===== config.mk =====
export PLATFORM = sky130hd
export DESIGN_NAME = op_dispatcher
export DESIGN_NICKNAME = d
export VERILOG_FILES = /design/src/rtl/op_pkg.sv /design/src/rtl/op_dispatcher_pkg.sv /design/src/rtl/op_dispatcher.sv
export SDC_FILE = /design/constraint.sdc
export NUM_CORES = 1
export LEC_CHECK = 0
export CAP_MARGIN = 20
export CORE_MARGIN = 3
export CORE_UTILIZATION = 30
export CTS_BUF_LIST = sky130_fd_sc_hd__clkbuf_2
export DETAILED_ROUTE_END_ITERATION = 8
export DONT_BUFFER_PORTS = 1
export PLACE_DENSITY = 0.53
export RECOVER_POWER = 25
export SLEW_MARGIN = 20
export SYNTH_ARGS = -nofsm -noshare
export SYNTH_HDL_FRONTEND = slang
export SYNTH_SLANG_ARGS = --single-unit

===== constraint.sdc =====
create_clock -name clk -period 2.6 [get_ports clk]
set_input_delay 0.52 -clock clk [delete_from_list [all_inputs] [get_ports clk]]
set_output_delay 0.52 -clock clk [all_outputs]
set_load 0.02 [all_outputs]

===== src/rtl/op_pkg.sv =====
// Operation word shared by the parser, the dispatcher, the handlers and PositionKeeper.
package op_pkg;

    localparam int OP_CMD_W = 6;

    localparam logic [OP_CMD_W-1:0] OP_CMD_G00 = 6'h00;
    localparam logic [OP_CMD_W-1:0] OP_CMD_G01 = 6'h01;
    localparam logic [OP_CMD_W-1:0] OP_CMD_G02 = 6'h02;
    localparam logic [OP_CMD_W-1:0] OP_CMD_G03 = 6'h03;
    localparam logic [OP_CMD_W-1:0] OP_CMD_G90 = 6'h10;
    localparam logic [OP_CMD_W-1:0] OP_CMD_G91 = 6'h11;
    localparam logic [OP_CMD_W-1:0] OP_CMD_M03 = 6'h20;
    localparam logic [OP_CMD_W-1:0] OP_CMD_M05 = 6'h21;

    typedef struct packed {
        logic [OP_CMD_W-1:0] cmd;
        logic [15:0]         x;
        logic [15:0]         y;
    } op_st;

endpackage


===== src/rtl/op_dispatcher_pkg.sv =====
// Routing classes and FSM states for op_dispatcher, plus the command-to-route decoder.
package op_dispatcher_pkg;
    import op_pkg::*;

    typedef enum logic [2:0] {
        ROUTE_LIN   = 3'd0,
        ROUTE_CIRC  = 3'd1,
        ROUTE_SERVO = 3'd2,
        ROUTE_MODE  = 3'd3,
        ROUTE_BAD   = 3'd4
    } route_e;

    typedef enum logic [2:0] {
        ST_IDLE      = 3'd0,
        ST_DECODE    = 3'd1,
        ST_TRIGGER   = 3'd2,
        ST_WAIT_DONE = 3'd3,
        ST_HOLD      = 3'd4
    } state_e;

    // Handler routes share their encoding with the trigger bit index.
    function automatic route_e cmd_to_route(input logic [OP_CMD_W-1:0] cmd);
        route_e r;
        case (cmd)
            OP_CMD_G00, OP_CMD_G01: r = ROUTE_LIN;
            OP_CMD_G02, OP_CMD_G03: r = ROUTE_CIRC;
            OP_CMD_M03, OP_CMD_M05: r = ROUTE_SERVO;
            OP_CMD_G90, OP_CMD_G91: r = ROUTE_MODE;
            default:                r = ROUTE_BAD;
        endcase
        return r;
    endfunction

endpackage


===== src/rtl/op_dispatcher.sv =====
// Initiator side of the op handler interface: takes one op at a time, triggers its handler
// or holds mode ops on out_op, and flags unknown commands and unacknowledged triggers.
module op_dispatcher
    import op_pkg::*;
    import op_dispatcher_pkg::*;
#(
    parameter int ACK_TIMEOUT = 16,
    parameter int MODE_HOLD   = 2,
    parameter int TMR_BITS    = 5
) (
    input  logic       clk,
    input  logic       reset,
    input  logic       clk_en,
    input  op_st       in_op,
    input  logic       in_valid,
    output logic       in_rdy,
    output op_st       out_op,
    output logic       lin_trigger,
    input  logic       lin_rdy,
    output logic       circ_trigger,
    input  logic       circ_rdy,
    output logic       servo_trigger,
    input  logic       servo_rdy,
    output logic       busy,
    output logic       err_unknown,
    output logic       err_timeout,
    output logic [2:0] dbg_state
);

    localparam logic [TMR_BITS-1:0] ACK_LIMIT  = TMR_BITS'(ACK_TIMEOUT);
    localparam logic [TMR_BITS-1:0] HOLD_LIMIT = TMR_BITS'(MODE_HOLD);

    // Upstream handshake: a transfer happens on a clk edge where in_valid, in_rdy and clk_en
    // are all high; in_rdy depends only on the state register, never on in_valid.

    state_e              state_q;
    op_st                out_op_q;
    logic [2:0]          trig_q;
    logic [TMR_BITS-1:0] tmr_q;
    logic                err_unknown_q;
    logic                err_timeout_q;

    route_e              route;
    logic                target_rdy;
    logic [TMR_BITS-1:0] tmr_inc;

    assign route   = cmd_to_route(out_op_q.cmd);
    assign tmr_inc = tmr_q + 1'b1;

    // Only the addressed handler's rdy is ever looked at.
    always_comb begin
        target_rdy = 1'b0;
        case (route)
            ROUTE_LIN:   target_rdy = lin_rdy;
            ROUTE_CIRC:  target_rdy = circ_rdy;
            ROUTE_SERVO: target_rdy = servo_rdy;
            default:     target_rdy = 1'b0;
        endcase
    end

    always_ff @(posedge clk or negedge reset) begin
        if (!reset) begin
            state_q       <= ST_IDLE;
            out_op_q      <= '0;
            trig_q        <= '0;
            tmr_q         <= '0;
            err_unknown_q <= 1'b0;
            err_timeout_q <= 1'b0;
        end else if (clk_en) begin
            case (state_q)
                ST_IDLE: begin
                    if (in_valid) begin
                        out_op_q <= in_op;
                        state_q  <= ST_DECODE;
                    end
                end
                ST_DECODE: begin
                    tmr_q <= '0;
                    case (route)
                        ROUTE_MODE: state_q <= ST_HOLD;
                        ROUTE_BAD: begin
                            err_unknown_q <= 1'b1;
                            state_q       <= ST_IDLE;
                        end
                        default: begin
                            // A busy handler is waited on here, never triggered.
                            if (target_rdy) begin
                                trig_q  <= 3'b001 << route;
                                state_q <= ST_TRIGGER;
                            end
                        end
                    endcase
                end
                ST_TRIGGER: begin
                    tmr_q <= tmr_inc;
                    if (!target_rdy) begin
                        trig_q  <= '0;
                        state_q <= ST_WAIT_DONE;
                    end else if (tmr_inc == ACK_LIMIT) begin
                        trig_q        <= '0;
                        err_timeout_q <= 1'b1;
                        state_q       <= ST_IDLE;
                    end
                end
                ST_WAIT_DONE: begin
                    if (target_rdy) begin
                        state_q <= ST_IDLE;
                    end
                end
                ST_HOLD: begin
                    tmr_q <= tmr_inc;
                    if (tmr_inc == HOLD_LIMIT) begin
                        state_q <= ST_IDLE;
                    end
                end
                default: state_q <= ST_IDLE;
            endcase
        end
    end

    assign in_rdy        = (state_q == ST_IDLE);
    assign busy          = (state_q != ST_IDLE);
    assign out_op        = out_op_q;
    assign lin_trigger   = trig_q[0];
    assign circ_trigger  = trig_q[1];
    assign servo_trigger = trig_q[2];
    assign err_unknown   = err_unknown_q;
    assign err_timeout   = err_timeout_q;
    assign dbg_state     = state_q;

endmodule


# Word level (Yosys, flattened, before mapping)
# Cells that the tools add are included.
# op_classes
bitwise_logic	0
reduce_logical	18
addsub	1
div_mod_pow	0
n_shift	1
mux	15
magnitude_cmp	0
n_mul	0
n_eq_ne	24
# op_table
op	count
$mux 3	9
$pmux 3 s5	1
$eq 3x2->1 const B	4
$eq 6x2->1 const B	2
$eq 6x5->1 const B	2
$eq 6x6->1 const B	2
$pmux 3 s2	2
$pmux 3 s4	1
$reduce_or 2->1	6
$ne 2x2->1 const B	5
$pmux 5 s2	1
$eq 3x1->1 const B	2
$eq 3x3->1 const B	2
$eq 6x1->1 const B	1
$logic_not 3->1	2
$logic_not 6->1	1
$reduce_and 3->1	2
$reduce_and 6->1	1
$add 5x1->5 const B	1
$eq 5x2->1 const B	1
$eq 5x5->1 const B	1
$reduce_and 5->1	1
$ne 4x4->1 const B	1
$reduce_and 4->1	1
6 further kinds	7
# word_totals
latchBits	0
n_memories	0
out_inout_bits	48
in_bits	45
mem_bits_ro	0
word_cells	67
reg_bits	51
mem_bits_rw	0

# Logic depth before layout (Yosys ltp)
# Gate-level depths: netlist of run 1.
# depth
depth_word	8
depth_mapped	7
mapped_depth_nobuf	6

# Worst setup path before layout of run 1
# OpenSTA, ideal clock, no wires.
# synth_timing
path_type	reg2reg
from	reg state_q[1], in the netlist dbg_state[1]
to	reg out_op_q (netlist bit out_op[0])
t_required_ns	2.475
path_buffers	3
t_arrival_ns	1.941
setup_slack_ns	0.534
path_stages_with_launch	8
cell_sequence	dfrtp_1 -> buf_6 -> or3_4 -> clkinv_4 -> and3_1 -> buf_4 -> buf_6 -> mux2_2
# synth_between
elab_chain_cells	2
# synth_lines
element	line_no	source
start: declaration	op_dispatcher.sv:36	state_e state_q;
start signal: assignment	op_dispatcher.sv:63	state_q <= ST_IDLE;
start signal: assignment	op_dispatcher.sv:74	state_q <= ST_DECODE;
start signal: assignment	op_dispatcher.sv:80	ROUTE_MODE: state_q <= ST_HOLD;
$logic_not 3->1	--	
net in_rdy	op_dispatcher.sv:16	output logic in_rdy,
$reduce_and 3->1 (no line)	--	
end signal: assignment	op_dispatcher.sv:73	out_op_q <= in_op;
end: declaration	op_dispatcher.sv:37	op_st out_op_q;
# The timed path passes the listed nets, and every way through them passes these cells.
# A chain may end at the register's enable or synchronous reset.

# Worst setup path in the final report of run 1
# layout_timing
from	reg out_op_q (netlist bit out_op[35])
to	reg trig_q[0]
# layout_between
elab_chain_cells	7
word_cells_on_any_way	29
cone_classes	eq/ne: 14; shift: 1; mux: 6; reduce/logical: 8
# layout_lines
element	line_no	source
$eq 6x5->1 (tied with other cells)	op_dispatcher_pkg.sv:24	case (cmd)
$reduce_or 2->1	op_dispatcher_pkg.sv:24	
$pmux 3 s4 (*)	op_dispatcher_pkg.sv:24	
$eq 3x2->1 (tied with other cells)	op_dispatcher.sv:53	case (route)
$pmux 1 s3 (tied with other cells)	op_dispatcher.sv:53	
$ne 3x3->1 (no line) (tied with other cells)	--	
$reduce_and 5->1 (no line) or $pmux 3 s2 (tied branches)	--	
end signal: assignment	op_dispatcher.sv:88	trig_q <= 3'b001 << route;
end: declaration	op_dispatcher.sv:38	logic [2:0] trig_q;
# Mark *: on every way between the ends. The rest lies on a longest branch, timed or not. The select of a mux whose other input is x is not followed.

==> results of run 1 <==
[report_power, final]
part	switching (W)	internal, W	total (W)
Clock	0.000268	0.000171	0.000439
Sequential	0.000705	0.00112	0.00183
Combinational	0.000530	0.000504	0.00103
Total	0.00150	0.00180	0.00330
[final cells by class]
cell class	instances	share of cell area
antenna	1	0.000923
clock buffer	6	0.0111
clock inverter	2	0.0143
inverter	4	0.00738
multi-input combinational	140	0.422
sequential	51	0.471
tap	102	0.0471
timing repair buffer	8	0.0268
[worst paths after layout]
kind,end,from,depth (start not counted),slack [ns]
hold / removal,out_op[5],in_op[5],1,0.21
hold reg to reg,err_unknown,err_unknown,1,0.67
setup / recovery,trig_q[0],out_op[35],5,0.49
min in group asynchronous,tmr_q[2],reset,2,0.88
max in group asynchronous,out_op[16],reset,2,0.96
setup reg to reg,trig_q[0],out_op[35],5,0.49
[metrics by stage]
stage	std cells	total power, W
after CTS	313	0.00335
after global placement	303	0.00285
after floorplan	211	0.00262
after detailed placement	303	0.00287
final	314	0.00330
after global routing	313	0.00354
[per-layer routing]
layer  share of wire  up-vias  GRT usage  routed length, um
li1                -      778          -                  -
met1            0.42      826      0.157               2390
met2            0.47       89      0.190               2670
met3            0.10        6     0.0564                588
met4          0.0077        0     0.0351                 44
met5               0        -          0                  0
[critical path: stages (launching register included)]
cell and delay [ns]:
dfrtp_1 0.56, or3_1 0.46, a21oi_1 0.28, a311oi_4 0.20, nor3_4 0.32, mux2i_1 0.23
[flip-flops by register name (all words and copies together), names as in the netlist]
| register | flops |
|---|---|
| err_timeout | 1 |
| tmr_q | 5 |
| err_unknown | 1 |
| dbg_state | 3 |
| out_op | 38 |
| trig_q | 3 |
[cell families (layout without fill, tap and decap cells)]
kind of cell,Yosys count,count (layout)
compound gates,49,49
xor+xnor,1,1
fa+ha+maj,3,3
buf+inv,20,20
flops,51,51
mux,42,42
other cells,0,1
simple gates,45,45
[cell usage after synthesis (all sizes together), types with 2 or more instances]
master  instances  area share
a221oi          2      0.0069
o21ai           9       0.018
nand3b          3      0.0089
a41o            2      0.0079
inv             3      0.0045
dfrtp          51        0.50
o22ai           6       0.015
o21bai          2      0.0059
clkbuf          9       0.013
nor2            5      0.0074
and3            2      0.0049
nor3            5       0.014
nand2          12       0.018
nand4           2      0.0049
a21oi           8       0.016
nand3           5      0.0099
o221ai          2      0.0069
ha              3       0.015
buf             7       0.022
a211oi          4       0.012
nand2b          4       0.013
or3             2      0.0069
o41ai           2      0.0069
mux2i           4       0.016
mux2           38        0.17
==> metrics, run 1 <==
post_cts resized=0; # hold bufs at CTS=2; relative slew slack=0.162; outcome=finished clean; simple-gate share of the synthesized area=0.102; Syn Nets=259; post-synthesis sequential area ratio=0.505; Die Wd=97.8 um; critical path type=flip-flop to flip-flop; IO Pins=93; Crit Path Max Fanout=6; main combinational cell family by area after synthesis=multiplexers; P_leak=1.07 nW; Post-Synth Adder-Cell Area=0.0148; post-DP HPWL=3900 um; GRT overflow=0; Final Cycle Share=0.811; Initial Utilization=0.317; clk_lat worst skew=0.42 ns; worst-margin pin slew=1.26 ns; CTS Root Buffer Type=clkbuf_2; per-cell routed wire length=18.1 um; Syn Inst Count=211; global-route wire length before repair=9600 um; Layout fillers=790; All-Layer GR Usage=0.123; register area=0.00128 sq mm; Multi-input gate area=0.00114 sq mm; vias in the first global route=1838; H-tree levels=2; CTS Buf Count=5; Final Hold Vio Count=0; hold slack=0.215 ns; vias=1699; Synth Area in XOR/XNOR=0.00346; post-place setup slack=0.549 ns; Final setup viols=0; Worst VDD drop=0.000501 V; clk_skew=0.0153 ns; CP required=2.96 ns; PortBufs=0; Post-synth EDFFs=0; unrepaired setup endpoints after global routing=no; Routed Antenna Nets=0; DR pass1 iterations=4; Die ar.=0.00957 sq mm; mux contribution to synthesized area=0.185; DR iter-0 viols=129; final WL=5690 um; Sinks on Clock Net=51; Layout Utilization=0.340; Synth cell types=49; most frequent cells in the layout=dfrtp_1, mux2_2, nand2_1, o21ai_0, a21oi_1; Final Slew Violations=0; final layout net count=258; pin count of the biggest net entering global routing=52; DRC viols=0; Post-Synthesis Cell Area=0.00253 sq mm; crit end category=flip-flop; num rows=32; gp weighted congestion=0.802; max-cap violations=0; via-per-instance ratio=5.41; CTS tree=yes; worst path arrival time=2.47 ns; Max Clk Rate=0.475 GHz; Avg Inst Size Synth=12.0 sq um; Syn. warnings=0; Die Y-Extent=97.8 um; Yosys reg bits=51; post-CTS setup-driven buffer insertion count=0; post-route cell area=0.00271 sq mm; core area=0.00797 sq mm; post-route setup slack=0.493 ns; sum of negative setup slack=0 ns; Worst-path clk slew=0.28 ns; ys flop type=dfrtp_1; layout cells sized above 1=0.294; async set or reset register ratio after synthesis=1.00; initial antenna violation count=0; Area after DPL=0.00263 sq mm; critical path launch point type=flip-flop; area grow syn2layout=7.22%; crit path time final=2.11 ns; Hold WC Path Type=input port to flip-flop; power per cell area=1220 mW/mm^2; commonest non-fill, non-tap cell in the layout=dfrtp_1; Compound-Gate Fraction of Synth Area=0.146; clock buffer depth=2
(Power assumes the default switching activity.)
==> run 2: changes to the inputs <==
--- a/config.mk
+++ b/config.mk
@@ -11,7 +11,7 @@
 export CTS_BUF_LIST = sky130_fd_sc_hd__clkbuf_2
 export DETAILED_ROUTE_END_ITERATION = 8
 export DONT_BUFFER_PORTS = 1
-export PLACE_DENSITY = 0.53
+export PLACE_DENSITY = 0.54
 export RECOVER_POWER = 25
 export SLEW_MARGIN = 20
 export SYNTH_ARGS = -nofsm -noshare
==> constraint.sdc (replaced) <==
create_clock -name clk -period 1.9 [get_ports clk]
set_input_delay 0.38 -clock clk [delete_from_list [all_inputs] [get_ports clk]]
set_output_delay 0.38 -clock clk [all_outputs]
set_load 0.02 [all_outputs]
==> metrics, run 2 (synthesis results as in run 1) <==
outcome=finished clean; clk_lat worst skew=0.43 ns (about the same); power per cell area=1640 mW/mm^2 (+35%); area grow syn2layout=21.4%; Die ar.=0.00957 sq mm (unchanged); Final Slew Violations=0 (unchanged); Routed Antenna Nets=0 (unchanged); critical path launch point type=flip-flop; critical path type=flip-flop to flip-flop; CTS tree=yes; clock buffer depth=2 (unchanged); met1 WL=2630 um (+10%); Int Power=0.00286 W (+59%); layout cells sized above 1=0.372 (+0.0785); Slowest cell on crit path=dfrtp_2; core area=0.00797 sq mm (unchanged); worst path arrival time=2.22 ns (-0.25 ns); crit-path cells=or3_4 > clkinv_4 > buf_4 > and3_4 > buf_12 > mux2_2; vias=1772 (+4.3%); pin count of the biggest net entering global routing=52 (unchanged); Die Wd=97.8 um (unchanged); post-DP HPWL=4310 um (+10%); Slowest Stage Delay on Critical Path=0.51 ns (-0.05 ns); final layout net count=286 (+11%); Largest register FFs=38 (unchanged); crit path time final=1.87 ns (-0.239 ns); sequential power share=0.477 (-0.077); IO Pins=93 (unchanged); Worst-path clk slew=0.28 ns (about the same); All-Layer GR Usage=0.128 (+0.00411); unrepaired setup endpoints after global routing=yes; Gate power share=0.404 (+0.091); met3 wire length=522 um (-11%); per-cell routed wire length=17.9 um (-1.3%); routed wl met2=2920 um (+9.4%); initial antenna violation count=0 (unchanged); via-per-instance ratio=5.20 (-4.0%); relative slew slack=0.162 (-0.000348); DR pass1 iterations=4 (unchanged); PortBufs=0 (unchanged); Layout Utilization=0.385 (+0.0449); max-cap violations=0 (unchanged); vias in the first global route=1888 (+2.7%); post-route cell area=0.00307 sq mm (+13%); DRC viols=0 (unchanged); CP required=2.25 ns (-0.71 ns); Switching Fraction=0.431 (-0.0244); H-tree levels=2 (unchanged); sum of negative setup slack=0 ns (unchanged); CTS Buf Count=5 (unchanged); Die Y-Extent=97.8 um (unchanged); Final Hold Vio Count=0 (unchanged); Sinks on Clock Net=51 (unchanged); final WL=6100 um (+7.2%); P_leak=1.28 nW (+19%); DR iter-0 viols=72 (-44%); commonest non-fill, non-tap cell in the layout=dfrtp_1; cell family with most CP delay=simple AND/OR/NAND/NOR gates; crit end category=flip-flop; global-route wire length before repair=9870 um (+2.9%); worst-margin pin slew=1.26 ns (+0.000521 ns); Clock power frac=0.119 (-0.014); Hold WC Path Type=input port to flip-flop; highest metal used=met4; Crit Path Max Fanout=24 (+18); Final setup viols=0 (unchanged); Max Clk Rate=0.535 GHz (+13%); Worst VDD drop=0.000715 V (+43%); Area after DPL=0.00282 sq mm (+7.6%); gp weighted congestion=0.772 (-3.6%); most frequent cells in the layout=dfrtp_1, buf_4, mux2_4, mux2_2, nand2_1; Inserted Diodes=0 (-1); clk_skew=0.0190 ns (+0.00373 ns); GRT overflow=0 (unchanged); crit path buf inv count=3 (+3); Initial Utilization=0.317 (unchanged); Layout fillers=766 (-3.0%); CTS Root Buffer Type=clkbuf_2; num rows=32 (unchanged); Psw=0.00217 W (+44%); Final Cycle Share=0.983 (+0.173)
-- run 2: changes by cell type in the layout (fill, tap and decap cells not counted), moves of 4 or more --
cell	before	now
mux2_4	0	20
dfrtp_2	0	4
dlygate4sd3_1	1	10
mux2_2	38	18
buf_4	5	22
dfrtp_1	51	47
-- run 2: worst paths after layout --
check | startpoint | end | slack (ns) | depth (start not counted)
setup / recovery | dbg_state[1] | out_op[33] | 0.03 | 6
hold reg to reg | err_timeout | err_timeout | 0.68 | 1
max in group asynchronous | reset | dbg_state[1] | 0.33 | 2
setup reg to reg | dbg_state[1] | out_op[33] | 0.03 | 6
hold / removal | in_op[35] | out_op[35] | 0.07 | 1
min in group asynchronous | reset | tmr_q[2] | 0.70 | 2
-- run 2: power by group through the flow --
stage	Clock [W]	Combinational, W	Sequential, W
6_report	0.000599	0.00203	0.00240
5_1_grt	0.000679	0.00221	0.00248
4_1_cts	0.000636	0.00193	0.00241
3_5_place_dp	0	0.00186	0.00242
3_3_place_gp	0	0.00183	0.00243
2_1_floorplan	0	0.00135	0.00241
-- run 2: stage by stage --
| step | cells | hold slack [ns] | setup WS [ns] | total power (W) |
|---|---|---|---|---|
| 3_5_place_dp | 317 | 0.0859 | 0.0245 | 0.00428 |
| 4_1_cts | 328 | 0.0114 | -0.0109 | 0.00497 |
| 6_report | 341 | 0.0693 | 0.0321 | 0.00503 |
| 3_3_place_gp | 317 | 0.0858 | 0.0390 | 0.00426 |
| 5_1_grt | 341 | 0.000848 | -0.0542 | 0.00536 |
| 2_1_floorplan | 211 | 0.0844 | -0.0463 | 0.00377 |
-- run 2: timing repair --
item | 4_1_cts | 5_1_grt
buffers inserted | 1 | 4
endpoints found under the hold margin | 51 | 9
hold buffers | 2 | 9
pin swaps | 1 | 3
endpoints found under the setup margin | 6 | 8
resized for setup | 2 | 7
-- run 2: layer usage --
layer / vias to the layer above / GRT usage
li1: 830 / -
met1: 880 / 0.167
met2: 60 / 0.199
met3: 2 / 0.0464
met4: 0 / 0.0362
met5: - / 0
-- run 2: final cells by class --
| type | count | area [sq um] | share of cell area |
|---|---|---|---|
| clock buffers | 6 | 30.0 | 0.00978 |
| well taps | 102 | 128 | 0.0416 |
| flip-flops and latches | 51 | 1280 | 0.417 |
| repair buffers | 36 | 322 | 0.105 |
| multi-input cells | 140 | 1250 | 0.407 |
| inverters | 4 | 20.0 | 0.00652 |
| clock inverters | 2 | 38.8 | 0.0126 |
